[src/rtl/regfile_write_arbiter.sv]
// regfile_write_arbiter: shares the REGFILE write port between priority WB and a queued AUX unit
module regfile_write_arbiter #(
   parameter int XLEN         = 32,
   parameter int DEPTH        = 4,
   parameter int STARVE_LIMIT = 8
) (
   input  logic                     clk,
   input  logic                     rstn,
   input  logic                     wbValid,
   input  logic [4:0]               wbRd,
   input  logic [XLEN-1:0]          wbData,
   input  logic                     auxValid,
   output logic                     auxReady,
   input  logic [4:0]               auxRd,
   input  logic [XLEN-1:0]          auxData,
   output logic                     regWrite,
   output logic [4:0]               writeReg,
   output logic [XLEN-1:0]          writeData,
   output logic [31:0]              pendMask,
   output logic                     wbStall,
   output logic [$clog2(DEPTH):0]   fifoCount
);
   localparam int AW = $clog2(DEPTH);
   localparam int CW = AW + 1;
   localparam int SW = $clog2(STARVE_LIMIT + 1);

   typedef enum logic [1:0] {S_IDLE, S_WAIT, S_FORCE} state_t;

   logic [4:0]      rd_q   [DEPTH];
   logic [4:0]      rd_d   [DEPTH];
   logic [XLEN-1:0] data_q [DEPTH];
   logic [XLEN-1:0] data_d [DEPTH];
   logic [DEPTH-1:0] live_q, live_d;
   logic [AW-1:0]   head_q, head_d, tail_q, tail_d;
   logic [CW-1:0]   count_q, count_d;
   logic            reg_write_q, reg_write_d;
   logic [4:0]      write_reg_q, write_reg_d;
   logic [XLEN-1:0] write_data_q, write_data_d;
   state_t          state_q, state_d;
   logic [SW-1:0]   cnt_q, cnt_d;
   logic            push, pop, kill, blocked;

   assign auxReady  = rstn && (count_q != CW'(DEPTH));
   assign push      = auxValid && auxReady && (auxRd != 5'd0);
   assign pop       = !wbValid && (count_q != '0);
   assign kill      = wbValid && (wbRd != 5'd0);
   assign blocked   = wbValid && (count_q != '0);
   assign regWrite  = reg_write_q;
   assign writeReg  = write_reg_q;
   assign writeData = write_data_q;
   assign fifoCount = count_q;

   // FIFO update: WB kills older matching entries, pop frees the head, push fills the tail
   always_comb begin
      rd_d   = rd_q;
      data_d = data_q;
      live_d = live_q;
      head_d = head_q;
      tail_d = tail_q;
      for (int i = 0; i < DEPTH; i++)
         if (kill && (rd_q[i] == wbRd)) live_d[i] = 1'b0;
      if (pop) begin
         live_d[head_q] = 1'b0;
         head_d         = head_q + AW'(1);
      end
      if (push) begin
         live_d[tail_q] = 1'b1;
         rd_d[tail_q]   = auxRd;
         data_d[tail_q] = auxData;
         tail_d         = tail_q + AW'(1);
      end
      count_d = count_q + CW'(push) - CW'(pop);
   end

   // FIFO state registers
   always_ff @(posedge clk or negedge rstn) begin
      if (!rstn) begin
         for (int i = 0; i < DEPTH; i++) begin
            rd_q[i]   <= '0;
            data_q[i] <= '0;
         end
         live_q  <= '0;
         head_q  <= '0;
         tail_q  <= '0;
         count_q <= '0;
      end else begin
         rd_q    <= rd_d;
         data_q  <= data_d;
         live_q  <= live_d;
         head_q  <= head_d;
         tail_q  <= tail_d;
         count_q <= count_d;
      end
   end

   // Port schedule: WB first, else drain the head (dead entries write nothing), else idle and hold
   always_comb begin
      reg_write_d  = wbValid ? (wbRd != 5'd0) : pop && live_q[head_q] && (rd_q[head_q] != 5'd0);
      write_reg_d  = wbValid ? wbRd : pop ? rd_q[head_q] : write_reg_q;
      write_data_d = wbValid ? wbData : pop ? data_q[head_q] : write_data_q;
   end

   // Registered REGFILE write port
   always_ff @(posedge clk or negedge rstn) begin
      if (!rstn) begin
         reg_write_q  <= 1'b0;
         write_reg_q  <= '0;
         write_data_q <= '0;
      end else begin
         reg_write_q  <= reg_write_d;
         write_reg_q  <= write_reg_d;
         write_data_q <= write_data_d;
      end
   end

   // Live entries advertise their destination for decode hazard detection
   always_comb begin
      pendMask = '0;
      for (int i = 0; i < DEPTH; i++)
         if (live_q[i]) pendMask[rd_q[i]] = 1'b1;
   end

   // Starvation FSM state register
   always_ff @(posedge clk or negedge rstn) begin
      if (!rstn) begin
         state_q <= S_IDLE;
         cnt_q   <= '0;
      end else begin
         state_q <= state_d;
         cnt_q   <= cnt_d;
      end
   end

   // Starvation FSM next state: count blocked cycles, force one bubble at the limit
   always_comb begin
      state_d = state_q;
      cnt_d   = cnt_q;
      case (state_q)
         S_IDLE: begin
            state_d = blocked ? S_WAIT : S_IDLE;
            cnt_d   = blocked ? SW'(1) : '0;
         end
         S_WAIT: begin
            state_d = !blocked ? S_IDLE : (cnt_q == SW'(STARVE_LIMIT - 1)) ? S_FORCE : S_WAIT;
            cnt_d   = (!blocked || (cnt_q == SW'(STARVE_LIMIT - 1))) ? '0 : cnt_q + SW'(1);
         end
         S_FORCE: begin
            state_d = blocked ? S_WAIT : S_IDLE;
            cnt_d   = '0;
         end
         default: begin
            state_d = S_IDLE;
            cnt_d   = '0;
         end
      endcase
   end

   // Starvation FSM output: the bubble request is the registered FORCE state
   always_comb wbStall = (state_q == S_FORCE);
endmodule

[config.mk]
export PLATFORM = sky130hd
export DESIGN_NAME = regfile_write_arbiter
export DESIGN_NICKNAME = d
export VERILOG_FILES = /design/src/rtl/regfile_write_arbiter.sv
export SDC_FILE = /design/constraint.sdc
export NUM_CORES = 1
export LEC_CHECK = 0
export CAP_MARGIN = 10
export CORE_ASPECT_RATIO = 0.5
export CORE_MARGIN = 10
export CORE_UTILIZATION = 55
export CTS_BUF_LIST = sky130_fd_sc_hd__clkbuf_4 sky130_fd_sc_hd__clkbuf_8 sky130_fd_sc_hd__clkbuf_16
export CTS_CLUSTER_SIZE = 24
export DETAILED_ROUTE_END_ITERATION = 8
export PLACE_DENSITY = 0.88
export SLEW_MARGIN = 15
export SYNTH_ARGS = -nofsm -noshare
export SYNTH_HDL_FRONTEND = slang
export SYNTH_SLANG_ARGS = --single-unit
[constraint.sdc]
create_clock -name clk -period 4.7 [get_ports clk]
set_input_delay 0.705 -clock clk [delete_from_list [all_inputs] [get_ports clk]]
set_output_delay 0.705 -clock clk [all_outputs]
set_load 0.01 [all_outputs]
### After elaboration in Yosys (flattened, before gate mapping)

Index checks and enable logic that the tools add are counted.

* word-level logic and storage cells: 130
* register bits: 203

* eq/ne operators: 8
* bitwise operators: 8
* order comparisons: 15
* mux-type cells: 48
* reduce and logical (&&, ||, !) cells: 29
* add/subtract/negate cells: 5

Operator list (count)
* $mux 32: 9
* $bwmux 128: 1
* $or 32x32->32: 3
* $bmux 32 s2: 1
* $demux 32 s2: 1
* $mux 5: 5
* $lt 5x6->1 const B: 4
* $bwmux 20: 1
* $demux 1 s5: 4
* $eq 5x5->1: 4
* $ge 5x1->1 const B: 4
* $logic_and 1x1->1: 19
* $reduce_bool 5->1: 3
* $mux 1: 14
* $mux 4: 3
* $bmux 5 s2: 1
* $demux 5 s2: 1
* $pmux 4 s2: 1
* $ge 3x3->1 const B: 2
* $lt 2x3->1 const B: 2
* $not 2->3: 2
* $add 2x1->2 const B: 2
* $add 4x1->4 const B: 1
* $and 4x4->4: 1
* other kinds (20): 24

### Depth between registers and ports, before layout

* depth after elaboration: 11
* mapped depth: 10
* mapped depth without buffers: 9

### Least setup slack after synthesis

No wires, ideal clock.

* path type: input-to-reg
* from: input auxRd[1]
* to: register count_q[2], in the netlist fifoCount[2]
* path buffers: 1
* required time: 4.577 ns
* library setup time: 0.123 ns
* slack: 1.927 ns
* arrival time: 2.651 ns
* cell stages on the path: 10
* cells stage by stage: or4_1 o2111a_2 buf_6 inv_1 ha_1 inv_1 ha_1 fa_1 xnor2_1 xnor2_1

* word-level cells in the longest chain between the ends: 4

Ends and longest elaborated chain
* from (decl): RTL line 14 `input logic [4:0] auxRd,`
* $reduce_bool 5->1: RTL line 44 `assign push = auxValid && auxReady && (auxRd != 5'd0);`
* $logic_and 1x1->1: RTL line 44
* $add 3x1->3: RTL line 72 `count_d = count_q + CW'(push) - CW'(pop);`
* $sub 3x1->3: RTL line 72
* net count_d[2]: RTL line 35 `logic [CW-1:0] count_q, count_d;`
* to (signal assigned): RTL line 92 `count_q <= count_d;`
* to (decl): RTL line 35

The timed path passes the listed nets, and every way through them passes these cells.
A chain may end at the register's enable or synchronous reset.

### Final worst setup path

* from: register rd_q[18] (netlist bit)
* to: output pendMask[11]

* word-level cells in the longest chain between the ends: 11
* elaborated cells on any way between the ends: 12
* classes of those cells: order compare (2); mux (6); bitwise (3); reduce/logical (1)

Ends and longest elaborated chain
* from (decl): RTL line 29 `logic [4:0] rd_q [DEPTH];`
* from (signal assigned): RTL line 87 `rd_q <= rd_d;`
* $lt 5x6->1 (implied by the code) or $ge 5x1->1 (tied branches): RTL line 120 `if (live_q[i]) pendMask[rd_q[i]] = 1'b1;`
* $logic_and 1x1->1 (implied by the code): RTL line 120
* $mux 1 (implied by the code): RTL line 120
* $demux 1 s5 (*): RTL line 120
* $mux 32 (*): RTL line 120
* $or 32x32->32 (no source line)
* $mux 32 (*): RTL line 120
* $or 32x32->32 (no source line)
* $mux 32 (*): RTL line 120
* $or 32x32->32 (no source line)
* $mux 32 (*): RTL line 120
* to (decl): RTL line 19 `output logic [31:0] pendMask,`

Mark *: on every way between the ends. The rest lies on a longest branch, timed or not.

==> summary.md <==
| Metric | Value |
|---|---|
| Asr flop ratio synth | `100.0%` |
| Hold WC Path Type | `primary input to async pin` |
| Largest net degree at the start of global routing | `about 80` |
| Critical Path RT | `roughly 4 ns` |
| Die H | `about 120 µm` |
| Worst-path clk slew | `approximately 0.06 ns` |
| Fin nets | `just under 1k` |
| Die area | `~0.025 mm²` |
| Slowest CP cell | `dfrtp_1` |
| Synth cell types | `40` |
| CP Data Arrival Time | `2.56 ns` |
| CTS tree | `built` |
| Total global routing overflow | `0` |
| Final period utilization | `between 60 and 70%` |
| Power Dens Cells | `roughly 670 mW/mm²` |
| Syn Area/Cell | `around 13 µm²` |
| CP Launch Type | `flop` |
| Ys flop type | `dfrtp_1` |
| Slew Limit Fails | `0` |
| CTS Buffer Depth | `3` |
| Drc violations | `0` |
| Hold Vio Cnt, Final | `0` |
| Wire length per cell | `approximately 23 µm` |
| Placed Area | `0.01182 mm²` |
| Root Buffer | `clkbuf_16` |
| EDFF count, synth | `0` |
| IO Count | `about 150` |
| DRT Wirelength | `between 20000 and 30000 µm` |
| Initial antenna violation count | `4` |
| Leak | `between 5 and 6 nW` |
| Pre-antenna DRT Iters | `5` |
| Fmax | `just over 300 MHz` |
| Final setup vio count | `0` |
| Sink Count | `approximately 200` |
| Cell family with most CP delay | `flip-flops` |
| Final GP Congestion | `about 0.88` |
| Gates resized, CTS repair | `0` |
| Vias per std cell | `~6.2` |
| Chip Width | `~210 µm` |
| Post-Syn Area | `between 0.01 and 0.015 mm²` |
| Finished layout cell area | `0.01245 mm²` |
| Placed wire-length estimate | `roughly 18000 µm` |
| Worst-Margin Slew | `roughly 1.1 ns` |
| Yosys Warn Count | `0` |
| Max stage delay on crit path | `0.67 ns` |
| Std-Cell Core Area | `between 0.015 and 0.02 mm²` |
| Setup repair bufs after CTS | `0` |
| Slew HR | `between 20% and 30%` |
| Vias | `a little over 7k` |
| Skew final | `around 0.0055 ns` |
| Layout cells sized above 1 | `26.10%` |
| Most frequent cells in the layout | `dfrtp_1 (201), clkdlybuf4s50_1 (150), mux2_2 (140)` |
| Register area share after synthesis | `between 40% and 50%` |
| Htree depth | `1` |
| Number of global-route vias before repair | `7604` |
| CP Class | `flop to output port` |
| Initial core utilization | `between 50% and 60%` |
| Max Cap Viol | `0` |
| R2r startpoint | `fifoCount[1]$_DFF_PN0_` |
| Fin crit period | `between 3 and 4 ns` |
| FF-to-FF setup slack | `around 2.1 ns` |
| Maximum vdd drop | `~0.00033 V` |
| Most common cell after layout, fill and taps aside | `dfrtp_1` |
| Flops & latches, synth | `about 200` |
| Worst r2r dst | `data_q[9]$_DFFE_PN0P_` |
| Setup TNS | `0 ns` |
| Crit-path cells | `nor3b_1, a22oi_1, o221ai_1, clkdlybuf4s50_1` |
| Num CTS Buffers | `19` |
| Core Rows | `35` |
| Antenna-violating nets left | `0` |
| First-pass GRT wire length | `roughly 42000 µm` |
| Syn nets | `860` |
| Maximum fanout along the worst path | `11` |
| Overall routing resource usage | `a little over a fifth` |
| IO buf count | `152` |
| Critical path buffers and inverters | `1` |
| Synthesized instance count | `770` |
| Area added between synthesis and finish | `21.08%` |
| CP Capture Type | `output port` |
| Skew-Pair Late Insertion Delay | `between 0.4 and 0.5 ns` |
| Initial DRC Count | `667` |
| Status | `completed` |
| Unrepaired setup endpoints after global routing | `no` |
| Cts-stage hold buffer count | `0` |
| Reg2Reg Depth | `5` |
## area by class of cell
cell class	instances	area [µm²]
diodes	1	2.502
fillers	1263	5944
clock inverters	1	8.758
inverters	8	30.03
multi-input cells	503	4807
repair buffers	162	1595
clock buffers	31	621.8
flip-flops and latches	203	5082
well taps	240	300.3
## state kept, by name (all words and copies together) (netlist names), 3 cells and up
signal and flops:
cnt_q 4, rd_q 20, writeData 32, writeReg 5, data_q 128, fifoCount 3, live_q 4
## Yosys cell counts, types with 8 or more instances
cell type / count / area share, %
clkbuf_1: 32 / 1.2
dfrtp_1: 203 / 49
a22oi_1: 14 / 1.0
mux2_1: 8 / 0.88
o221ai_1: 14 / 1.2
inv_1: 8 / 0.29
nor3_1: 10 / 0.49
mux2_2: 140 / 15
nand2_1: 51 / 1.9
xor2_1: 13 / 1.1
o22ai_1: 18 / 1.1
a221o_1: 18 / 1.8
nor2_1: 9 / 0.33
o21ai_0: 41 / 2.0
nand3b_1: 10 / 0.73
xnor2_1: 13 / 1.1
mux4_2: 38 / 8.3
nor3b_1: 10 / 0.73
ha_1: 11 / 1.3
mux2i_1: 37 / 3.6
## where the power goes
group	switching (W)	internal, W	total, W
Combinational	0.00138	0.00198	0.00337
Clock	0.000640	0.000903	0.00154
Sequential	0.000840	0.00259	0.00343
## routing by layer
metal / global-route usage, % / routed length, µm
met2: 37.81 / 13640
met4: 5.678 / 468
met3: 4.179 / 1674
met1: 25.87 / 10610
met5: 0 / 35
## worst reg2reg max path: stages (launching register included)
cell and delay (ns):
dfrtp_1 0.44, or3b_2 0.52, o2111a_2 0.33, nand2_2 0.39, buf_4 0.41, mux2_2 0.42
## logic make-up after synthesis
| kind of cell | count (synthesis) | share of synthesized area (%) |
|---|---|---|
| compound gates | 113 | 7.740 |
| flops | 203 | 49.41 |
| buf+inv | 64 | 3.882 |
| mux | 223 | 28.14 |
| simple gates | 129 | 7.083 |
| xor+xnor | 26 | 2.215 |
| fa+ha+maj | 12 | 1.533 |
## worst max-delay path by stage
stage	start	slack [ns]	endpoint	depth (start not counted)
after global routing	rd_q[17]$_DFFE_PN0P_	1.34	pendMask[4]	4
after floorplan	auxRd[1]	1.93	fifoCount[2]$_DFF_PN0_	10
after CTS	rd_q[7]$_DFFE_PN0P_	1.49	pendMask[5]	4
final	rd_q[18]$_DFFE_PN0P_	1.44	pendMask[11]	4
after global placement	auxRd[0]	1.25	data_q[18]$_DFFE_PN0P_	6
after detailed placement	auxRd[1]	1.18	data_q[9]$_DFFE_PN0P_	6
## through the flow
stage               setup slack [ns]  instances  power, W  utilization (%)  hold WS (ns)
floorplan                      1.927        770  0.005515                -        0.4094
global placement               1.253       1116  0.006611            64.24        0.4682
detailed placement             1.182       1116  0.006790            64.24        0.4802
CTS                            1.491       1148  0.008364            67.67        0.2206
global route                   1.345       1149  0.008807            67.68        0.2344
finish                         1.437       1149  0.008337            67.68        0.1966
Power figures use the tool's default switching activity.
